===== src/rtl/led_blinker_core.sv =====
// LED blinker core: four free-running half-period counters, one per blink
// rate, each flipping its own toggle register. The switches select which
// toggle drives the LED. i_enable acts as both run enable and asynchronous
// active-low reset.

module led_blinker_core #(
    parameter int unsigned c100 = 125000,
    parameter int unsigned c50  = 250000,
    parameter int unsigned c10  = 1250000,
    parameter int unsigned c1   = 12500000
) (
    input  logic i_clock,
    input  logic i_enable,
    input  logic i_switch_1,
    input  logic i_switch_2,
    output logic o_led_drive
);

    // One counter width per rate so that each counter holds 0..cX-1
    localparam int unsigned W100 = $clog2(c100) + 1;
    localparam int unsigned W50  = $clog2(c50) + 1;
    localparam int unsigned W10  = $clog2(c10) + 1;
    localparam int unsigned W1   = $clog2(c1) + 1;

    // Terminal counts at which each counter wraps and flips its toggle
    localparam logic [W100-1:0] LAST100 = W100'(c100 - 1);
    localparam logic [W50-1:0]  LAST50  = W50'(c50 - 1);
    localparam logic [W10-1:0]  LAST10  = W10'(c10 - 1);
    localparam logic [W1-1:0]   LAST1   = W1'(c1 - 1);

    logic [W100-1:0] cnt_100;
    logic [W50-1:0]  cnt_50;
    logic [W10-1:0]  cnt_10;
    logic [W1-1:0]   cnt_1;

    logic tog_100;
    logic tog_50;
    logic tog_10;
    logic tog_1;

    logic selected;

    // 100 Hz half-period counter and toggle
    always_ff @(posedge i_clock or negedge i_enable) begin
        if (!i_enable) begin
            cnt_100 <= '0;
            tog_100 <= 1'b0;
        end else if (cnt_100 == LAST100) begin
            cnt_100 <= '0;
            tog_100 <= ~tog_100;
        end else begin
            cnt_100 <= cnt_100 + W100'(1);
        end
    end

    // 50 Hz half-period counter and toggle
    always_ff @(posedge i_clock or negedge i_enable) begin
        if (!i_enable) begin
            cnt_50 <= '0;
            tog_50 <= 1'b0;
        end else if (cnt_50 == LAST50) begin
            cnt_50 <= '0;
            tog_50 <= ~tog_50;
        end else begin
            cnt_50 <= cnt_50 + W50'(1);
        end
    end

    // 10 Hz half-period counter and toggle
    always_ff @(posedge i_clock or negedge i_enable) begin
        if (!i_enable) begin
            cnt_10 <= '0;
            tog_10 <= 1'b0;
        end else if (cnt_10 == LAST10) begin
            cnt_10 <= '0;
            tog_10 <= ~tog_10;
        end else begin
            cnt_10 <= cnt_10 + W10'(1);
        end
    end

    // 1 Hz half-period counter and toggle
    always_ff @(posedge i_clock or negedge i_enable) begin
        if (!i_enable) begin
            cnt_1 <= '0;
            tog_1 <= 1'b0;
        end else if (cnt_1 == LAST1) begin
            cnt_1 <= '0;
            tog_1 <= ~tog_1;
        end else begin
            cnt_1 <= cnt_1 + W1'(1);
        end
    end

    // Combinational rate select; a switch change shows up with no clock latency
    always_comb begin
        selected = 1'b0;
        case ({i_switch_1, i_switch_2})
            2'b00:   selected = tog_100;
            2'b01:   selected = tog_50;
            2'b10:   selected = tog_10;
            2'b11:   selected = tog_1;
            default: selected = 1'b0;
        endcase
    end

    // Gating with i_enable forces the LED low the instant reset asserts
    assign o_led_drive = i_enable & selected;

endmodule


===== config.mk =====
export PLATFORM = sky130hd
export DESIGN_NAME = led_blinker_core
export DESIGN_NICKNAME = d
export VERILOG_FILES = /design/src/rtl/led_blinker_core.sv
export SDC_FILE = /design/constraint.sdc
export NUM_CORES = 1
export LEC_CHECK = 0
export CAP_MARGIN = 20
export CORE_UTILIZATION = 62
export CTS_CLUSTER_SIZE = 25
export DETAILED_ROUTE_END_ITERATION = 7
export PLACE_DENSITY = 0.83
export SYNTH_ARGS = -nofsm -noshare
export SYNTH_HDL_FRONTEND = slang
export SYNTH_SLANG_ARGS = --single-unit

===== constraint.sdc =====
create_clock -name i_clock -period 2.27 [get_ports i_clock]
set_input_delay 0.681 -clock i_clock [delete_from_list [all_inputs] [get_ports i_clock]]
set_output_delay 0.681 -clock i_clock [all_outputs]
set_load 0.01 [all_outputs]

# ---- Word-level counts from Yosys, hierarchy flattened
# Index checks and enable logic that the tools add are counted.
dict set report word_totals {
  register_bits 88
  in_bits 4
  out_inout_bits 1
}
dict set report classes {
  n_addsub 4
  n_eq_ne 7
  n_mux 5
  n_bitwise 5
  n_reduce_logical 1
}
# cell count
set ops {}
lappend ops {{25-bit by 1-bit adder with 25-bit output (second input constant)} 1}
lappend ops {{25-bit by 24-bit == test with 1-bit output (second input constant)} 1}
lappend ops {{25-bit 2-to-1 mux} 1}
lappend ops {{22-bit by 1-bit adder with 22-bit output (second input constant)} 1}
lappend ops {{22-bit by 21-bit == test with 1-bit output (second input constant)} 1}
lappend ops {{22-bit 2-to-1 mux} 1}
lappend ops {{19-bit by 1-bit adder with 19-bit output (second input constant)} 1}
lappend ops {{19-bit by 18-bit == test with 1-bit output (second input constant)} 1}
lappend ops {{19-bit 2-to-1 mux} 1}
lappend ops {{18-bit by 1-bit adder with 18-bit output (second input constant)} 1}
lappend ops {{18-bit by 17-bit == test with 1-bit output (second input constant)} 1}
lappend ops {{18-bit 2-to-1 mux} 1}
lappend ops {{2-bit == test (second input constant)} 2}
lappend ops {{1-bit inverter} 4}
lappend ops {{1-bit one-hot mux with 4 select lines} 1}
lappend ops {{2-bit by 1-bit == test with 1-bit output (second input constant)} 1}
lappend ops {{2-bit zero test} 1}
lappend ops {{1-bit bitwise AND} 1}

# ---- Logic depth before layout (Yosys ltp)
# Gate-level depths: netlist of the first run.
dict set report logic_depth {
  depth_word 3
  ltp_mapped 6
  ltp_nobuf 5
}

# ---- Worst setup path after synthesis of the first run
# No wires, ideal clock.
dict set report synth_timing {
  path_type {input to output}
  from {in i_switch_1}
  to {out o_led_drive}
  arrival_ns 1.327
  slack_ns 0.262
  path_stages 2
  path_cell_list {mux4_2 > and2_1}
}
dict set report synth_via {
  elab_chain_len 3
}
# element line_no
set synth_lines {}
lappend synth_lines {{start, declared} 14} ;# input logic i_switch_1,
lappend synth_lines {{2-bit == test, or another cell as far along} 98} ;# case ({i_switch_1, i_switch_2})
lappend synth_lines {{1-bit one-hot mux with 4 select lines (*)} 98}
lappend synth_lines {{1-bit bitwise AND (*)} 108} ;# assign o_led_drive = i_enable & selected;
lappend synth_lines {{end, declared} 16} ;# output logic o_led_drive
# Every way passes the cells marked *; elsewhere a longest branch is shown, timed or not.

# ---- Worst setup path after layout of the first run
# Same ends and word-level chain as after synthesis.

==> flow_summary.yaml, run 1 <==
drt:
  drtIter0Drc: 126
  drc: 0
  wl_mm: 7.482
  ant_nets: 0
  vias_per_cell: 6.036
  vias: 3006
  post_drt_wl_per_cell_um: 15.02
  drt_pass1_iterations: 4
setup_path:
  cp_slowest_cell: "mux4_2"
  cp_max_fo: 1
  cpPeakStageDelay_ps: 470
  critPathCaptureType: "primary output"
  critPathTopFamily: "multiplexers"
  crit_required_ps: 1590
  start_kind: "primary input"
  path_cells: "buf_2 -> mux4_2 -> and2_1 -> buf_2"
  path_common_cell: "buf_2"
  cp.depth: 4
  path_buf_inv: 2
  critical_path_arrival_ps: 1520
  crit_type: "in2out"
  r2r_cells: 5
power:
  ir_worst_vdd_mv: 0.5103
  totalPowerFinal_mw: 2.680
  power_density_nw_per_um2: 586.1
  p_leak_nw: 2.057
layout:
  fillCellCount: 459
  final_layout_size_suffix_gt1_share_pct: 8.314
  final_util_pct: 70.79
  syn2layout_area_growth_pct: 8.621
  nNetsFinal: 424
  multiInputGateArea_um2: 1954
  diodes: 0
  seq_area_um2: 2202
  fin_area_um2: 4572
cts:
  tritoncts: "yes"
  cts.sinks: 88
  path_clk_slew_ps: 80
  hold_buffers: 0
  h-tree-depth: 3
  numCtsBuffers: 9
  cts_root_buffer: "clkbuf_8"
  cts_buffer_depth: 2
  clkLatencyLatePin_ps: 360
  post_cts_buffers: 0
synth:
  synth_area_leader_cell: "dfrtp_1"
  ys_types: 41
  synth_top_area_share_pct: 52.32
  syn-instance-count: 397
  synth_area_leaders: "dfrtp_1, xnor2_1, xor2_1"
  syn_nets: 405
  yosysSeqAreaShare_pct: 52.32
  synth_area_um2: 4209
  syn_area_per_cell_um2: 10.60
  yosysWarnings: 0
  ys_ff_latch: 88
global_routing:
  grt_pass1_vias: 2968
  grt_pass1_wl_mm: 13.37
  antenna_found_initial: 0
  grt_max_degree: 49
  grt_usage_pct: 23.73
  gr-total-overflow: 0
sta:
  rsz0062_at_grt: "false"
  finalCriticalPeriod_ps: 2200
  worst_pin_slew_ps: 629.0
  hold_viol_final: 0
  whs_ps: 382.6
  final-setup-viol-count: 0
  skew_ps: 10.74
  maxSlewHeadroom_pct: 57.68
  fin_ws_ps: 70.50
  maxSlewViolCount: 0
  fmax_mhz: 454.6
  finalCritPeriodShare_pct: 96.89
placed_design:
  place_area_um2: 4384
  gp_congestion: 0.8209
  post-dp-hpwl_mm: 5.244
  dpl_worst_slack_ps: -699.5
  port_buffers: 4
status:
  status: "finished clean"
die:
  die_width_um: 84.40
  start_util_pct: 65.17
  design.core.area_um2: 6459
  io_pins: 5
  die_h_um: 84.40
  rows: 29
  die_area_um2: 7123
worst_hold_path:
  hold_class: "in2async"
flow_run:
  max_cap_viol_count: 0
==> cell type report <==
type	instances	area share (%)
clock buffer	12	3.175
timing repair buffer	12	1.888
tap	77	2.107
sequential	88	48.17
multi-input combinational	296	42.75
clock inverter	4	1.177
inverter	9	0.7389
==> per-layer routing <==
layer / GRT usage, % / vias up / wire length [um]
met5: 0 / - / 0
met1: 30.33 / 1485 / 3453
li1: - / 1467 / -
met3: 6.981 / 11 / 240
met2: 39.34 / 43 / 3698
met4: 7.550 / 0 / 91
==> cells in the final DEF, fill, tap and decap left out, types with 2 or more instances in the layout <==
| master | count |
|---|---|
| dfrtp_1 | 88 |
| nor2_1 | 37 |
| xnor2_1 | 36 |
| nand2_1 | 27 |
| nand3_1 | 27 |
| xor2_1 | 27 |
| nand4_1 | 24 |
| and3_1 | 13 |
| nor4_1 | 12 |
| a21oi_1 | 10 |
| o21ai_0 | 10 |
| clkbuf_8 | 10 |
| inv_1 | 9 |
| buf_4 | 9 |
| nor4b_1 | 8 |
| nor3_1 | 8 |
| mux2i_1 | 7 |
| and4_1 | 6 |
| and2_1 | 6 |
| or3_1 | 5 |
| nor2b_1 | 4 |
| ha_1 | 4 |
| a31o_2 | 3 |
| or4_1 | 3 |
| nor4bb_1 | 2 |
| nand4b_1 | 2 |
| o41ai_1 | 2 |
| clkinvlp_4 | 2 |
| clkbuf_1 | 2 |
| buf_2 | 2 |
==> worst reg2reg max path, stage by stage (launching register included) <==
cell,delay [ps]
dfrtp_1,400
ha_1,240
nand4_1,190
or4_1,590
or3_1,390
a21oi_1,150
==> cell usage after synthesis (all sizes together) <==
master	count
nand2	27
nor4	13
a31oi	1
a22o	1
a21oi	10
or4	3
nand3b	1
a31o	3
dfrtp	88
buf	2
nor4b	8
nand4b	2
nor3b	1
xor2	27
o31ai	1
o41ai	2
nor3	9
mux4	1
mux2i	7
xnor2	36
and3	13
or4b	1
and2	7
inv	9
nand3	28
nor2	37
or3	5
and4	7
nand4	25
clkbuf	2
nor4bb	2
ha	4
nor2b	4
o21ai	10
==> timing repair <==
item                       CTS  global route
setup endpoints to repair    1             0
gates resized for setup      9             0
hold endpoints to repair     0             0
==> path summary, 6_finish.rpt <==
path	from	to	slack, ps
worst min-delay path	i_enable	cnt_100[15]	380
max in group asynchronous	i_enable	cnt_10[19]	920
worst max register to register	cnt_1[0]	cnt_1[20]	230
min in group i_clock	tog_10	tog_10	470
worst min register to register	tog_10	tog_10	470
worst max-delay path	i_switch_1	o_led_drive	70
==> per-stage QoR <==
stage | std cells | setup TNS, ps
floorplan | 397 | 0
global placement | 482 | -684.1
detailed placement | 482 | -699.5
CTS | 498 | 0
global route | 498 | 0
finish | 498 | 0
==> flip-flops by register name, indices dropped and copies added, names as in the netlist <==
register  count
cnt_1        25
tog_50        1
cnt_50       19
tog_1         1
tog_10        1
cnt_10       22
tog_100       1
cnt_100      18
==> power breakdown <==
group / leakage (nW) / internal, mW / switching [mW]
Clock: 0.0928 / 0.542 / 0.537
Combinational: 0.792 / 0.00544 / 0.0294
Sequential: 1.17 / 1.57 / 0
==> kinds of logic (layout without fill, tap and decap cells) <==
kind of cell | after synthesis | after routing | share of synthesized area [%]
xor+xnor | 63 | 63 | 13.11
compound gates | 28 | 28 | 3.954
fa+ha+maj | 4 | 4 | 1.189
flops | 88 | 88 | 52.32
mux | 8 | 8 | 2.200
simple gates | 193 | 193 | 25.98
buf+inv | 13 | 37 | 1.248
(Power assumes the default switching activity.)
==> run 2, diff against run 1 <==
Settings changed: TNS_END_PERCENT set to 30.
==> results of run 2 <==
Same layout as run 1: the final DEF is identical, and so are final timing and power.
==> run 3, diff against run 2 <==
Settings changed: CORE_ASPECT_RATIO set to 1.25.
==> run 3 against run 2 <==
Flip-flop and latch count did not move. Wire length is 5.1% higher. Non-clock buffer count unchanged. Power shrank 2.0%. Critical endpoint unchanged. Global-route usage grew 1.8 points. Sequential share of layout area shrank 0.079 points. Count of clock-buffer cells in the layout fell by 3. First-iteration DRC count up 33%. Cell area up 0.16%. Via count is 0.86% higher. Register-to-register slack hardly changed. Critical path depth did not move.
==> flow_summary.yaml, run 3 (synthesis results as in run 1) <==
sta:
  whs_ps: 353.1
  worst_pin_slew_ps: 677.1
  fmax_mhz: 447.0
  maxSlewHeadroom_pct: 54.51
  final-setup-viol-count: 0
  rsz0062_at_grt: "false"
  hold_viol_final: 0
  fin_tns_setup_ps: 0
  finalCritPeriodShare_pct: 98.55
  maxSlewViolCount: 0
  finalCriticalPeriod_ps: 2237
  skew_ps: 16.40
cts:
  h-tree-depth: 3
  cts_buffer_depth: 2
  clkLatencyLatePin_ps: 370
  post_cts_buffers: 0
  cts.sinks: 88
  tritoncts: "yes"
  numCtsBuffers: 9
  path_clk_slew_ps: 100
  cts_root_buffer: "clkbuf_8"
setup_path:
  critical_path_arrival_ps: 1560
  reg2reg_from: "cnt_1[0]"
  cp_max_fo: 1
  critPathTopFamily: "multiplexers"
  start_kind: "primary input"
  crit_required_ps: 1590
  cpPeakStageDelay_ps: 500
  r2r_cells: 5
  crit_type: "in2out"
  cp_slowest_cell: "mux4_2"
  cp.depth: 4
  path_buf_inv: 2
  path_cells: "buf_2 -> mux4_2 -> and2_4 -> buf_6"
  rrSetupSlack_ps: 230
  critPathCaptureType: "primary output"
  startpoint: "i_switch_1"
status:
  status: "finished clean"
drt:
  drtIter0Drc: 168
  drt_pass1_iterations: 4
  vias: 3032
  wl_mm: 7.861
  drc: 0
  ant_nets: 0
  post_drt_wl_per_cell_um: 15.47
  vias_per_cell: 5.969
global_routing:
  grtUsageMet3_pct: 3.863
  gr-total-overflow: 0
  grt_usage_pct: 25.57
  grt_pass1_vias: 3041
  antenna_found_initial: 0
  grt_pass1_wl_mm: 13.63
  gr-max-usage-layer: "met2"
  met2_usage_pct: 42.86
  grtUsageMet1_pct: 31.82
  grt_max_degree: 51
placed_design:
  place_area_um2: 4397
  gp_congestion: 0.8492
  port_buffers: 4
  post-dp-hpwl_mm: 5.474
worst_hold_path:
  hold_class: "in2async"
layout:
  final_layout_size_suffix_gt1_share_pct: 9.026
  fillCellCount: 502
  final_cell_mix: "dfrtp_1, nor2_1, xnor2_1"
  layout_commonest_cell: "dfrtp_1"
  regMostFlops: "cnt_1"
  fin_area_um2: 4579
  syn2layout_area_growth_pct: 8.799
  largest_reg_flops: 25
  reg_top3: "cnt_1 (25), cnt_10 (22), cnt_50 (19)"
  diodes: 0
  nNetsFinal: 424
  final_util_pct: 69.75
flow_run:
  max_cap_viol_count: 0
power:
  p_leak_nw: 2.054
  power_density_nw_per_um2: 573.3
  ir_worst_vdd_mv: 0.3348
  totalPowerFinal_mw: 2.626
die:
  start_util_pct: 64.11
  io_pins: 5
  design.core.area_um2: 6565
  rows: 33
  die_h_um: 94.12
  die_width_um: 75.70
  die_area_um2: 7124
run 3: cell types whose count changed in the layout (fill, tap and decap cells not counted):
cell	change
clkbuf_1	-2
inv_8	+1
and2_1	-1
buf_6	+1
buf_2	-1
inv_6	+3
clkbuf_8	-1
bufinv_16	-1
and2_4	+1
run 3: area by class of cell:
| cell class | instances | area (um^2) | share of cell area (%) |
|---|---|---|---|
| Sequential cell | 88 | 2202 | 48.09 |
| Multi-Input combinational cell | 296 | 1957 | 42.73 |
| Clock buffer | 9 | 123.9 | 2.705 |
| Tap cell | 87 | 108.9 | 2.377 |
| Timing Repair Buffer | 12 | 92.59 | 2.022 |
| Clock inverter | 7 | 61.31 | 1.339 |
| Inverter | 9 | 33.78 | 0.7377 |
run 3: worst paths after layout:
kind,endpoint
min in group i_clock,cnt_100[15]
max in group asynchronous,cnt_1[10]
setup reg to reg,cnt_1[20]
hold / removal,cnt_100[9]
setup / recovery,o_led_drive
hold reg to reg,cnt_100[15]
run 3: routing by layer:
metal  vias to the layer above  wire (um)
met1                      1515       3444
met3                        13        184
met2                        35       4105
met5                         -          0
li1                       1469          -
met4                         0        127
run 3: power by group:
| part | leakage (nW) | internal (mW) | switching, mW |
|---|---|---|---|
| clock | 0.0888 | 0.419 | 0.606 |
| combinational | 0.794 | 0.00542 | 0.0298 |
| sequential | 1.17 | 1.57 | 0 |
run 3: stage by stage:
step,setup WS (ps),instances
after global placement,-739.5,492
after global routing,15.57,508
after detailed placement,-758.1,492
after CTS,34.09,508
final,32.85,508
after floorplan,261.9,397
run 3: timing repair:
item / 4_1_cts / 5_1_grt
hold endpoints to repair: 0 / 0
setup endpoints to repair: 1 / 0
gates resized for setup: 11 / 0
hold buffers: 0 / 0
